[src/rtl/wall_scroller.sv]
// Scrolling-wall consumer: fetches a gap height, then erases, moves and redraws
// one wall per frame tick as a one-pixel-per-cycle plot stream.
module wall_scroller #(
    parameter int         SCREEN_W    = 160,
    parameter int         SCREEN_H    = 120,
    parameter int         WALL_W      = 8,
    parameter int         GAP_H       = 40,
    parameter int         STEP        = 1,
    parameter logic [2:0] WALL_COLOUR = 3'b010
) (
    input  logic       clock,
    input  logic       resetn,
    input  logic       tick,
    input  logic [7:0] height,
    input  logic       height_valid,
    output logic       height_ready,
    output logic [7:0] x_out,
    output logic [6:0] y_out,
    output logic [2:0] colour,
    output logic       plot,
    output logic       busy,
    output logic [7:0] wall_x,
    output logic [6:0] gap_top
);

    localparam int CW = (WALL_W > 1) ? $clog2(WALL_W) : 1;

    localparam logic [2:0] S_FETCH = 3'd0;
    localparam logic [2:0] S_DRAW  = 3'd1;
    localparam logic [2:0] S_IDLE  = 3'd2;
    localparam logic [2:0] S_ERASE = 3'd3;
    localparam logic [2:0] S_MOVE  = 3'd4;

    localparam logic [7:0]    GAP_MAX  = 8'(SCREEN_H - GAP_H);
    localparam logic [7:0]    WALL_X0  = 8'(SCREEN_W - WALL_W);
    localparam logic [7:0]    X_WRAP   = 8'(SCREEN_W - 1);
    localparam logic [6:0]    ROW_LAST = 7'(SCREEN_H - 1);
    localparam logic [CW-1:0] COL_LAST = CW'(WALL_W - 1);

    // Keeps the whole opening on screen regardless of the requested height.
    function automatic logic [6:0] sat_gap(input logic [7:0] h);
        return (h > GAP_MAX) ? GAP_MAX[6:0] : h[6:0];
    endfunction

    logic [2:0]    state;
    logic [6:0]    row;
    logic [CW-1:0] col;

    logic [8:0] px;
    logic       px_on;
    logic       in_gap;
    logic       scan_last;

    // Column sum is one bit wider so a wrapped wall's overhang is detectable.
    assign px        = {1'b0, wall_x} + 9'(col);
    assign px_on     = px < 9'(SCREEN_W);
    assign in_gap    = (row >= gap_top) && ({1'b0, row} < ({1'b0, gap_top} + 8'(GAP_H)));
    assign scan_last = (row == ROW_LAST) && (col == COL_LAST);

    always_ff @(posedge clock or negedge resetn) begin
        if (!resetn) begin
            state        <= S_FETCH;
            row          <= '0;
            col          <= '0;
            height_ready <= 1'b0;
            busy         <= 1'b1;
            plot         <= 1'b0;
            x_out        <= '0;
            y_out        <= '0;
            colour       <= '0;
            wall_x       <= WALL_X0;
            gap_top      <= '0;
        end else begin
            // busy lags the state by one edge so it frames the pixel stream exactly
            busy <= (state != S_IDLE);
            plot <= 1'b0;
            case (state)
                S_FETCH: begin
                    if (!height_ready) begin
                        height_ready <= 1'b1;
                    end else if (height_valid) begin
                        gap_top      <= sat_gap(height);
                        height_ready <= 1'b0;
                        state        <= S_DRAW;
                    end
                end
                S_DRAW, S_ERASE: begin
                    x_out  <= px[7:0];
                    y_out  <= row;
                    plot   <= px_on;
                    colour <= ((state == S_ERASE) || in_gap) ? 3'b000 : WALL_COLOUR;
                    if (col == COL_LAST) begin
                        col <= '0;
                        row <= scan_last ? 7'd0 : row + 7'd1;
                    end else begin
                        col <= col + CW'(1);
                    end
                    if (scan_last) begin
                        state <= (state == S_DRAW) ? S_IDLE : S_MOVE;
                    end
                end
                S_MOVE: begin
                    if ({1'b0, wall_x} < 9'(STEP)) begin
                        wall_x       <= X_WRAP;
                        height_ready <= 1'b1;
                        state        <= S_FETCH;
                    end else begin
                        wall_x <= wall_x - 8'(STEP);
                        state  <= S_DRAW;
                    end
                end
                S_IDLE: begin
                    if (tick) begin
                        state <= S_ERASE;
                    end
                end
                default: state <= S_FETCH;
            endcase
        end
    end

endmodule
[config.mk]
export PLATFORM = sky130hd
export DESIGN_NAME = wall_scroller
export DESIGN_NICKNAME = d
export VERILOG_FILES = /design/src/rtl/wall_scroller.sv
export SDC_FILE = /design/constraint.sdc
export NUM_CORES = 1
export LEC_CHECK = 0
export CAP_MARGIN = 25
export CORE_MARGIN = 2
export CORE_UTILIZATION = 35
export CTS_CLUSTER_DIAMETER = 120
export CTS_CLUSTER_SIZE = 12
export DETAILED_ROUTE_END_ITERATION = 12
export GPL_TIMING_DRIVEN = 0
export SLEW_MARGIN = 20
export SYNTH_ARGS = -nofsm -noshare
export SYNTH_HDL_FRONTEND = slang
export SYNTH_SLANG_ARGS = --single-unit
[constraint.sdc]
create_clock -name clock -period 1.8 [get_ports clock]
set_clock_uncertainty 0.1 [all_clocks]
set_input_delay 0.36 -clock clock [delete_from_list [all_inputs] [get_ports clock]]
set_output_delay 0.36 -clock clock [all_outputs]
set_load 0.05 [all_outputs]
==> flow_summary.yaml, run 1 <==
synthesis:
  synth-simple-area-share: 0.186
  synthCells: 271
  yosysWarnings: 0
  async_flop_share: 1.00
  synth-seq-area-share: 0.445
  synth_compound_area_frac: 0.165
  syn_area_um2: 2650
  synth_edf_count: 0
  synthDistinctLibCells: 57
  synth_xor_area_frac: 0.0429
  avgSynthCellArea_um2: 9.79
  synth_top_family_by_area: "simple AND/OR/NAND/NOR gates"
  synth-seq-cells: 47
  synthAdderAreaFrac: 0.0971
  ys.flop_type: "dfrtp_1"
  synth_mux_area_frac: 0.00990
timing:
  timing.final.ws_setup_ns: -0.0833
  grt_setup_unrepaired: "true"
  maxSlewViolCount: 0
  maxSlewHeadroom: 0.599
  fmax_mhz: 531
  timing.final.crit_share: 1.05
  period_needed_ns: 1.88
  worst_pin_slew_ns: 0.601
  setup_viol: 5
  whs_ns: 0.382
  hold_viol: 0
clock_tree:
  htreeDepth: 2
  cts_root_buffer: "clkbuf_8"
  cts_made_buffers: 5
  clock_latency_ns: 0.31
  cts.path.max_buffers: 2
  cts.sinks: 47
  clk_pin_slew_worst_paths_ns: 0.10
  cts_tree: "done"
floorplanning:
  die_y_um: 91.1
  io_pins: 48
  coreArea_um2: 7290
  rows: 31
  initial_core_util: 0.364
  die_w_um: 91.1
  design.die.area_um2: 8290
placement:
  gp_congestion: 0.802
  hpwl_mm: 4.43
  placed_cells: 417
  numPortBuffers: 45
drt:
  viasPerCell: 4.90
  routed_wl_mm: 6.36
  drt_iter0_drc: 83
  vias: 2184
  drtAntennaViolNets: 0
  first_pass_iters: 4
  drcViolationCount: 0
  wl_per_cell_um: 14.2
setup_path:
  worstSetupPathType: "register to register"
  critical-path-max-stage-delay_ns: 0.51
  end_kind: "register"
  arrival_ns: 2.01
  crit_required_ns: 1.92
  cp_max_fo: 3
  crit_chain: "ha_4 -> inv_2 -> fa_2 -> nor2b_4 -> o211a_1 -> or2_4 -> a221oi_2"
  critPathSlowestCell: "dfrtp_4"
  start_kind: "register"
final_layout:
  multi_input_area_um2: 1560
  final_cell_mix: "nand2_1, dfrtp_1, dlygate4sd2_1"
  final_util: 0.514
  final_cells: 446
  mostFrequentLayoutCell: "nand2_1"
  diodes: 0
  fillCellCount: 734
  ff_latch_area_um2: 1200
  final_layout_size_suffix_gt1_frac: 0.314
  fin_nets: 378
  syn2layout_area_growth_pct: 41.2
global_routing:
  grt_use_met2: 0.267
  grt.overflow.total: 0
  grt_usage: 0.159
  grt_pass1_vias: 2221
  grt_use_met1: 0.217
  busiest_layer: "met2"
  grt_max_degree: 26
  grt_pass1_wl_mm: 10.8
  groute.layer.met3.usage: 0.0257
  antenna_found_initial: 0
status:
  status: "finished, violations left"
  violations: "setup timing"
worst_hold_path:
  hp-class: "register to register"
power_and_ir_drop:
  report.power.total_uw: 1940
  static-leakage-power_uw: 0.00178
  peakVddDrop_uv: 265
  power.density_nw_per_um2: 517
run:
  cap_violations: 0
worst max-delay path: cells and delay by family (launching register included):
family	cells	cell delay (ns)
flops	1	0.51
compound gates	2	0.45
fa+ha+maj	2	0.40
simple gates	2	0.28
buf+inv	1	0.05
state kept, by name, summed over array words and instances, names as in the netlist:
signal	flops
gap_top	7
wall_x	8
state	3
row	7
y_out	7
busy	1
height_ready	1
x_out	8
colour	1
plot	1
col	3
cells in the mapped netlist, drive strengths merged (3+ instances only):
library cell / number / area (µm²)
o31ai: 3 / 22.5
xor2: 7 / 61.3
nand4: 3 / 18.8
xnor2: 6 / 52.6
nor2b: 4 / 25.0
ha: 19 / 238
a22o: 5 / 43.8
nor2: 10 / 37.5
nand2: 45 / 169
a211oi: 4 / 42.5
o21ai: 21 / 105
buf: 9 / 61.3
inv: 15 / 56.3
nor3: 7 / 40.0
dfstp: 4 / 105
clkbuf: 6 / 22.5
a31oi: 3 / 18.8
dfrtp: 43 / 1080
a21o: 4 / 30.0
nand3: 7 / 35.0
a21oi: 6 / 30.0
worst paths after layout:
check | start | depth (start not counted) | slack, ns | to
worst min register to register | x_out[7] | 2 | 0.38 | x_out[7]
worst min-delay path | x_out[7] | 2 | 0.38 | x_out[7]
min in group asynchronous | resetn | 2 | 0.48 | x_out[6]
worst max register to register | wall_x[0] | 7 | -0.08 | plot
max in group asynchronous | resetn | 3 | 0.51 | busy
worst max-delay path | wall_x[0] | 7 | -0.08 | plot
repair_timing:
| action | CTS | global route |
|---|---|---|
| setup endpoints to repair | 50 | 37 |
| buffers inserted | 15 | 6 |
| gates resized for setup | 71 | 28 |
| hold buffers | 1 | 0 |
| pin swaps | 11 | 14 |
| hold endpoints to repair | 21 | 0 |
layout make-up:
class | count | share of cell area
multi-input combinational | 195 | 0.415
sequential | 47 | 0.320
timing repair buffer | 68 | 0.160
tap | 99 | 0.0331
buffer | 14 | 0.0254
clock buffer | 5 | 0.0184
inverter | 15 | 0.0157
clock inverter | 3 | 0.0124
logic make-up after synthesis:
group | Yosys count
adders and majority gates | 20
other | 1
muxes | 2
DFF | 47
xor gates and xnor gates | 13
AOI/OAI and AO/OA | 63
buffers and inverters | 30
and+or+nand+nor | 95
per-stage QoR:
step                setup slack [ns]  area (µm²)  TNS (ns)
floorplan                     -0.157        2760    -0.480
global placement               -1.49        3340    -57.49
detailed placement            -0.295        3350     -2.88
CTS                          -0.0939        3670    -0.196
global route                  -0.161        3750     -1.10
finish                       -0.0833        3750    -0.189
power by group:
part	leakage (µW)	internal, µW	switching [µW]
Clock	0.0000548	419	395
Combinational	0.00114	30.2	39.9
Sequential	0.000581	1060	0
Total	0.00178	1500	435
routing by layer:
layer,share of wire,vias up
li1,-,1095
met1,0.47,1039
met2,0.49,43
met3,0.032,7
met4,0.0093,0
met5,0,-
No activity file was read; power rests on OpenSTA's default activity.
==> inputs of run 2 (changes only) <==
Settings changed: ABC_CLOCK_PERIOD_IN_PS set to 1800.
==> results of run 2 <==
The final DEF is identical to that of run 1; final timing and power are the same.
